### src/rtl/uart_rx_fifo.sv
// uart_rx_fifo: parametrised UART receiver with 2-of-3 majority-vote bit
// sampling, per-frame error tagging and a show-ahead RX FIFO.
//
// Ports
//   clk, rst_n      system clock, asynchronous active-low reset
//   baud_div        clocks per bit (values below 4 behave as 4)
//   parity_mode     0 none, 1 even, 2 odd, 3 none (latched at start edge)
//   stop_bits       0 one stop bit, 1 two stop bits (latched at start edge)
//   uart_rxd        asynchronous serial input, idle high
//   rx_data         FIFO head data (0 when empty)
//   rx_parity_err   FIFO head parity error flag (0 when empty)
//   rx_frame_err    FIFO head stop-bit error flag (0 when empty)
//   rx_valid        FIFO non-empty
//   rx_ready        consumer pops the head when rx_valid && rx_ready
//   rx_level        number of entries held
//   rx_overrun      sticky: a frame was dropped because the FIFO was full
//   overrun_clr     clears rx_overrun (a coincident set wins)
//   rx_break        one-cycle break indication
//
// Build option
//   UART_RX_BREAK_DETECT_EN: an all-zero frame (data, parity, stop bits) is
//   not stored and pulses rx_break instead. Without it rx_break is tied 0
//   and such a frame is stored as data 0 with a frame error.

module uart_rx_fifo #(
  parameter int unsigned DATA_W      = 8,
  parameter int unsigned FIFO_DEPTH  = 8,
  parameter int unsigned SYNC_STAGES = 2
) (
  input  logic                             clk,
  input  logic                             rst_n,
  input  logic [15:0]                      baud_div,
  input  logic [1:0]                       parity_mode,
  input  logic                             stop_bits,
  input  logic                             uart_rxd,
  output logic [DATA_W-1:0]                rx_data,
  output logic                             rx_parity_err,
  output logic                             rx_frame_err,
  output logic                             rx_valid,
  input  logic                             rx_ready,
  output logic [$clog2(FIFO_DEPTH+1)-1:0]  rx_level,
  output logic                             rx_overrun,
  input  logic                             overrun_clr,
  output logic                             rx_break
);

  localparam int unsigned PTR_W = $clog2(FIFO_DEPTH);
  localparam int unsigned LVL_W = $clog2(FIFO_DEPTH + 1);
  localparam int unsigned BIT_W = $clog2(DATA_W);

  typedef struct packed {
    logic              perr;
    logic              ferr;
    logic [DATA_W-1:0] data;
  } entry_t;

  typedef enum logic [2:0] {
    S_IDLE,
    S_START,
    S_DATA,
    S_PARITY,
    S_STOP1,
    S_STOP2
  } state_t;

  // ---------------------------------------------------------------------
  // Input synchroniser and start-edge detection
  // ---------------------------------------------------------------------
  logic [SYNC_STAGES-1:0] r_sync;
  logic                   r_rxd_prev;
  logic                   w_rxd;
  logic                   w_start_edge;

  always_ff @(posedge clk or negedge rst_n) begin
    if (!rst_n) begin
      r_sync     <= '1;
      r_rxd_prev <= 1'b1;
    end else begin
      r_sync     <= {r_sync[SYNC_STAGES-2:0], uart_rxd};
      r_rxd_prev <= w_rxd;
    end
  end

  assign w_rxd        = r_sync[SYNC_STAGES-1];
  // Only a 1->0 transition starts a frame, so a line held low never re-triggers
  assign w_start_edge = r_rxd_prev & ~w_rxd;

  // ---------------------------------------------------------------------
  // Bit timer decode
  // ---------------------------------------------------------------------
  logic [15:0] r_cnt;
  logic [15:0] w_b;
  logic [15:0] w_h;
  logic        w_smp0;
  logic        w_smp1;
  logic        w_decide;
  logic        w_bnd;

  assign w_b      = (baud_div < 16'd4) ? 16'd4 : baud_div;
  assign w_h      = {1'b0, w_b[15:1]};
  assign w_smp0   = (r_cnt == (w_h - 16'd1));
  assign w_smp1   = (r_cnt == w_h);
  assign w_decide = (r_cnt == (w_h + 16'd1));
  assign w_bnd    = (r_cnt == (w_b - 16'd1));

  // ---------------------------------------------------------------------
  // Receive FSM state
  // ---------------------------------------------------------------------
  state_t            r_state;
  logic              r_s0;
  logic              r_s1;
  logic [BIT_W-1:0]  r_bit_cnt;
  logic [DATA_W-1:0] r_shift;
  logic              r_par;
  logic              r_perr;
  logic              r_ferr;
  logic              r_par_en;
  logic              r_odd;
  logic              r_two_stop;
  logic              w_vote;
  logic              w_final;
  logic              w_is_break;
  logic              w_push;
  entry_t            w_new;

  // Majority of the samples at h-1, h and the live sample at h+1
  assign w_vote  = (r_s0 & r_s1) | (r_s0 & w_rxd) | (r_s1 & w_rxd);

  // Decision point of the last stop bit of the frame
  assign w_final = w_decide &&
                   (((r_state == S_STOP1) && !r_two_stop) || (r_state == S_STOP2));

`ifdef UART_RX_BREAK_DETECT_EN
  logic r_allzero;
  logic r_brk;
  assign w_is_break = w_final && r_allzero && !w_vote;
  assign rx_break   = r_brk;
`else
  assign w_is_break = 1'b0;
  assign rx_break   = 1'b0;
`endif

  assign w_push     = w_final && !w_is_break;
  assign w_new.perr = r_perr;
  assign w_new.ferr = r_ferr | ~w_vote;
  assign w_new.data = r_shift;

  // Frame sequencer: timer, sampling, shifting and error accumulation
  always_ff @(posedge clk or negedge rst_n) begin
    if (!rst_n) begin
      r_state    <= S_IDLE;
      r_cnt      <= '0;
      r_s0       <= 1'b1;
      r_s1       <= 1'b1;
      r_bit_cnt  <= '0;
      r_shift    <= '0;
      r_par      <= 1'b0;
      r_perr     <= 1'b0;
      r_ferr     <= 1'b0;
      r_par_en   <= 1'b0;
      r_odd      <= 1'b0;
      r_two_stop <= 1'b0;
`ifdef UART_RX_BREAK_DETECT_EN
      r_allzero  <= 1'b0;
      r_brk      <= 1'b0;
`endif
    end else begin
`ifdef UART_RX_BREAK_DETECT_EN
      r_brk <= w_is_break;
      if (w_decide && w_vote && (r_state != S_START)) r_allzero <= 1'b0;
`endif
      if (r_state != S_IDLE) begin
        r_cnt <= w_bnd ? 16'd0 : (r_cnt + 16'd1);
        if (w_smp0) r_s0 <= w_rxd;
        if (w_smp1) r_s1 <= w_rxd;
      end

      case (r_state)
        S_IDLE: begin
          r_cnt <= '0;
          if (w_start_edge) begin
            r_state    <= S_START;
            r_par_en   <= (parity_mode == 2'd1) || (parity_mode == 2'd2);
            r_odd      <= (parity_mode == 2'd2);
            r_two_stop <= stop_bits;
            r_par      <= 1'b0;
            r_perr     <= 1'b0;
            r_ferr     <= 1'b0;
            r_bit_cnt  <= '0;
`ifdef UART_RX_BREAK_DETECT_EN
            r_allzero  <= 1'b1;
`endif
          end
        end

        S_START: begin
          if (w_decide && w_vote) begin
            r_state <= S_IDLE;
          end else if (w_bnd) begin
            r_state   <= S_DATA;
            r_bit_cnt <= '0;
          end
        end

        S_DATA: begin
          if (w_decide) begin
            r_shift <= {w_vote, r_shift[DATA_W-1:1]};
            r_par   <= r_par ^ w_vote;
          end
          if (w_bnd) begin
            if (r_bit_cnt == BIT_W'(DATA_W - 1)) begin
              r_state <= r_par_en ? S_PARITY : S_STOP1;
            end else begin
              r_bit_cnt <= r_bit_cnt + BIT_W'(1);
            end
          end
        end

        S_PARITY: begin
          if (w_decide) r_perr <= r_odd ? ~(r_par ^ w_vote) : (r_par ^ w_vote);
          if (w_bnd) r_state <= S_STOP1;
        end

        S_STOP1: begin
          if (w_decide && !w_vote) r_ferr <= 1'b1;
          if (w_final) begin
            r_state <= S_IDLE;
          end else if (w_bnd) begin
            r_state <= S_STOP2;
          end
        end

        S_STOP2: begin
          if (w_decide && !w_vote) r_ferr <= 1'b1;
          if (w_final) r_state <= S_IDLE;
        end

        default: r_state <= S_IDLE;
      endcase
    end
  end

  // ---------------------------------------------------------------------
  // RX FIFO with registered show-ahead head
  // ---------------------------------------------------------------------
  entry_t           r_mem [FIFO_DEPTH];
  logic [PTR_W-1:0] r_wr_ptr;
  logic [PTR_W-1:0] r_rd_ptr;
  logic [LVL_W-1:0] r_level;
  logic             r_valid;
  logic             r_overrun;
  entry_t           r_head;

  logic             w_full;
  logic             w_pop;
  logic             w_push_ok;
  logic [PTR_W-1:0] w_rd_ptr_n;
  logic [LVL_W-1:0] w_remain;
  logic [LVL_W-1:0] w_level_n;
  entry_t           w_head_n;

  assign w_full     = (r_level == LVL_W'(FIFO_DEPTH));
  assign w_pop      = r_valid && rx_ready;
  // A pop frees the slot the push lands in, so push-while-full is accepted then
  assign w_push_ok  = w_push && (!w_full || w_pop);
  assign w_rd_ptr_n = w_pop ? (r_rd_ptr + PTR_W'(1)) : r_rd_ptr;
  assign w_remain   = r_level - LVL_W'(w_pop);
  assign w_level_n  = w_remain + LVL_W'(w_push_ok);

  // Next head: the incoming entry if nothing older remains, else the array slot
  always_comb begin
    w_head_n = '0;
    if (w_level_n != '0) begin
      if (w_remain == '0) w_head_n = w_new;
      else                w_head_n = r_mem[w_rd_ptr_n];
    end
  end

  // Storage array
  always_ff @(posedge clk) begin
    if (w_push_ok) r_mem[r_wr_ptr] <= w_new;
  end

  // Pointers, level, head and overrun flag
  always_ff @(posedge clk or negedge rst_n) begin
    if (!rst_n) begin
      r_wr_ptr  <= '0;
      r_rd_ptr  <= '0;
      r_level   <= '0;
      r_valid   <= 1'b0;
      r_head    <= '0;
      r_overrun <= 1'b0;
    end else begin
      if (w_push_ok) r_wr_ptr <= r_wr_ptr + PTR_W'(1);
      r_rd_ptr <= w_rd_ptr_n;
      r_level  <= w_level_n;
      r_valid  <= (w_level_n != '0);
      r_head   <= w_head_n;
      if (w_push && w_full && !w_pop) r_overrun <= 1'b1;
      else if (overrun_clr)           r_overrun <= 1'b0;
    end
  end

  assign rx_data       = r_head.data;
  assign rx_parity_err = r_head.perr;
  assign rx_frame_err  = r_head.ferr;
  assign rx_valid      = r_valid;
  assign rx_level      = r_level;
  assign rx_overrun    = r_overrun;

endmodule
### config.mk
export PLATFORM = sky130hd
export DESIGN_NAME = uart_rx_fifo
export DESIGN_NICKNAME = d
export VERILOG_FILES = /design/src/rtl/uart_rx_fifo.sv
export SDC_FILE = /design/constraint.sdc
export NUM_CORES = 1
export LEC_CHECK = 0
export CAP_MARGIN = 20
export CELL_PAD_IN_SITES_DETAIL_PLACEMENT = 0
export CELL_PAD_IN_SITES_GLOBAL_PLACEMENT = 1
export CORE_MARGIN = 5
export CORE_UTILIZATION = 49
export DETAILED_ROUTE_END_ITERATION = 16
export PLACE_DENSITY_LB_ADDON = 0.1
export REMOVE_ABC_BUFFERS = 1
export SLEW_MARGIN = 0
export SYNTH_ARGS = -nofsm -noshare
export SYNTH_HDL_FRONTEND = slang
export SYNTH_SLANG_ARGS = --single-unit
### constraint.sdc
create_clock -name clk -period 5 [get_ports clk]
set_clock_uncertainty 0.15 [all_clocks]
set_input_delay 0.5 -clock clk [delete_from_list [all_inputs] [get_ports clk]]
set_output_delay 0.5 -clock clk [all_outputs]
set_load 0.02 [all_outputs]
==> results.py <==
metrics = {
    "run_status": {
        "status": "finished clean",
    },
    "sta": {
        "hold_viol_final": 0,
        "setup_violations": 0,
        "max_freq_mhz": 207,
        "fin_crit_ns": 4.84,
        "fin_hold_ws_ns": 0.110,
        "slew_headroom": 0.342,
        "slew_violations": 0,
        "period_share": 0.967,
        "worstMarginPinSlew_ns": 0.987,
    },
    "floorplanning": {
        "placementRows": 45,
        "start_util": 0.500,
        "coreArea_sq_um": 15300,
        "io_pins": 41,
        "die_h_microns": 135,
        "dieArea_sq_um": 18200,
        "die_w_microns": 135,
    },
    "logic_synthesis": {
        "netlist.top_cell.by_area": "edfxtp_1",
        "synth_top_area_frac": 0.315,
        "synth-seq-cells": 143,
        "ys_top_cells_by_count": "80 x edfxtp_1, 58 x dfrtp_1, 52 x nor2_1",
        "synth-edff-count": 80,
        "ys_warn_count": 0,
        "syn_inst": 642,
        "yosysSeqAreaShare": 0.522,
        "synth.most_common_cell": "edfxtp_1",
        "ys.flop_type": "edfxtp_1",
        "synth_area_sq_um": 7640,
        "synth.distinct_cells": 68,
        "async_flop_share": 0.441,
        "yosys-top-cells-area": "edfxtp_1 31%, dfrtp_1 19%, mux4_2 5.9%",
        "avgSynthCellArea_sq_um": 11.9,
    },
    "placement": {
        "placed_area_sq_um": 8610,
        "gp_congestion": 0.928,
        "hpwl_microns": 12800,
        "portBuffers": 39,
    },
    "power": {
        "p_leak_uw": 0.00371,
        "powerDensity_nw_per_um2": 439,
        "vdd_drop_max_uv": 433,
    },
    "finish": {
        "antennaDiodeCount": 0,
        "finalNetCount": 753,
        "drive_above_1_share": 0.214,
        "syn_to_final_growth_pct": 21.9,
        "final_area_sq_um": 9310,
    },
    "routing": {
        "drc": 0,
        "via_per_inst": 5.78,
        "drtAntennaViolNets": 0,
        "drt_iter0_markers": 449,
        "vias": 5433,
        "wire_per_inst_microns": 19.5,
        "drtPass1Iterations": 5,
        "finalWirelength_microns": 18300,
    },
    "global_routing": {
        "antenna_found_initial": 0,
        "top_usage_layer": "met1",
        "use_met1": 0.317,
        "grt_use_met2": 0.306,
        "grt_pass1_wl_microns": 29300,
        "grt_max_degree": 64,
        "grt_pass1_vias": 5245,
        "track_usage": 0.209,
        "grt.overflow.total": 0,
        "use_met3": 0.0537,
    },
    "clocking": {
        "hold_buffers": 0,
        "cts_made_buffers": 17,
        "htreeDepth": 4,
        "clk_root_buffer_cell": "clkbuf_16",
        "cts.sinks": 143,
        "clock_path_buffers": 2,
        "clock_latency_ns": 0.42,
        "cts_tree": "yes",
        "clkTransAtPathRegs_ns": 0.06,
    },
    "critical_path": {
        "crit_required_ns": 5.10,
        "cpPeakStageDelay_ns": 0.56,
        "critical_path_buf_inv_count": 4,
        "slowest_stage": "or4_4",
        "path_delay_family": "simple AND/OR/NAND/NOR gates",
        "cp-start-kind": "primary input",
        "crit_fanout": 5,
        "path_class": "primary input to flip-flop",
        "worst_ep_arrival_time_ns": 4.93,
        "critPathCaptureType": "flip-flop",
        "worstPathCellList": "clkdlybuf4s50_1 > or4_4 > o41ai_4 > inv_1 > ha_2 > nor2b_1 > or4_4 > nand3_2 > nand2_1 > a311oi_2 > nand4_2 > a21oi_2 > and3_4 > ha_2 > nor3b_2 > xnor2_1 > nor4_2 > buf_4 > buf_4 > a211oi_1",
    },
    "min_path": {
        "hp-class": "primary input to async pin",
    },
    "flow_run": {
        "max-cap-violations": 0,
    },
}
==> flip-flops by register name, summed over array words and instances (netlist names), 2 cells and up <==
register,flops
r_mem,80
r_cnt,16
r_shift,8
rx_data,8
rx_level,4
r_bit_cnt,3
r_rd_ptr,3
r_state,3
r_wr_ptr,3
r_sync,2
==> per-stage QoR <==
step                TNS [ns]  cells  setup slack [ns]  total power, uW  utilization
floorplan              -6.51    600            -0.593             2280            -
global placement       -2.37    904            -0.222             2720        0.564
detailed placement     -2.69    904            -0.261             2740        0.564
CTS                        0    936             0.176             4090        0.605
global route          -0.849    940           -0.0933             4300        0.610
finish                     0    940             0.163             4090        0.610
==> report_power, final <==
group / switching (uW) / internal (uW) / total (uW)
registers: 124 / 1340 / 1470
logic: 676 / 606 / 1280
clock network: 483 / 853 / 1340
==> routing by layer <==
layer	wire length [microns]	part of all wire
met2	8420	0.46
met5	0	0
met4	119	0.0065
met3	1110	0.061
met1	8640	0.47
==> cell usage in the layout (no fill, tap or decap), drive strengths merged, types with 4 or more instances in the layout <==
cell	n
dfstp	5
nand2	29
ha	13
a211oi	17
or4	7
clkdlybuf4s50	38
buf	59
o21a	4
nand4	10
mux4	20
xnor2	38
bufinv	4
nor3	11
and4	6
a31oi	4
nor4	11
nor2	52
mux2i	16
a21oi	14
nand2b	8
nand3	25
nor3b	8
clkbuf	20
nor2b	5
and2	6
inv	24
clkinv	5
or2	4
dfrtp	58
and3	13
nand3b	6
mux2	13
o21ai	15
or3	5
xor2	35
edfxtp	80
==> repair_timing <==
item | CTS | global route
setup buffers | 0 | 3
resized for setup | 0 | 14
endpoints found under the setup margin | 0 | 11
==> kinds of logic after synthesis <==
kind of cell,synth area share
muxes,0.0991
DFF,0.522
and+or+nand+nor,0.159
buffers and inverters,0.0338
other,0.000491
adders and majority gates,0.0213
xor gates and xnor gates,0.0837
AOI/OAI and AO/OA,0.0806
==> worst reg2reg max path: cells and delay by family (launching register included) <==
kind                     cells  cell delay (ns)
AO/OA/AOI/OAI                4             0.90
XOR/XNOR                     3             0.57
adder cells (fa/ha/maj)      1             0.17
buffers and inverters        2             0.32
flip-flops                   1             0.50
AND/OR/NAND/NOR              5             0.98
==> final cells by class <==
class,count,area (sq um)
Clock inverter,12,183
Multi-Input combinational cell,436,3460
Timing Repair Buffer,97,887
Fill cell,1219,5950
Inverter,21,78.8
Clock buffer,20,447
Tap cell,211,264
Sequential cell,143,3990
==> worst paths after layout <==
kind	slack (ns)	to	cells past startpoint	start
worst max-delay path	0.16	rx_frame_err$_DFF_PN0_	20	baud_div[6]
worst min-delay path	0.11	r_bit_cnt[0]$_DFFE_PN0P_	2	rst_n
worst max register to register	1.24	rx_frame_err$_DFF_PN0_	15	r_cnt[7]$_DFF_PN0_
worst min register to register	0.20	r_sync[1]$_DFF_PN1_	0	r_sync[0]$_DFF_PN1_
max in group asynchronous	4.02	r_shift[6]$_DFFE_PN0P_	2	rst_n
min in group clk	0.20	r_sync[1]$_DFF_PN1_	0	r_sync[0]$_DFF_PN1_
Note: power is estimated with default switching activity, not from simulation.
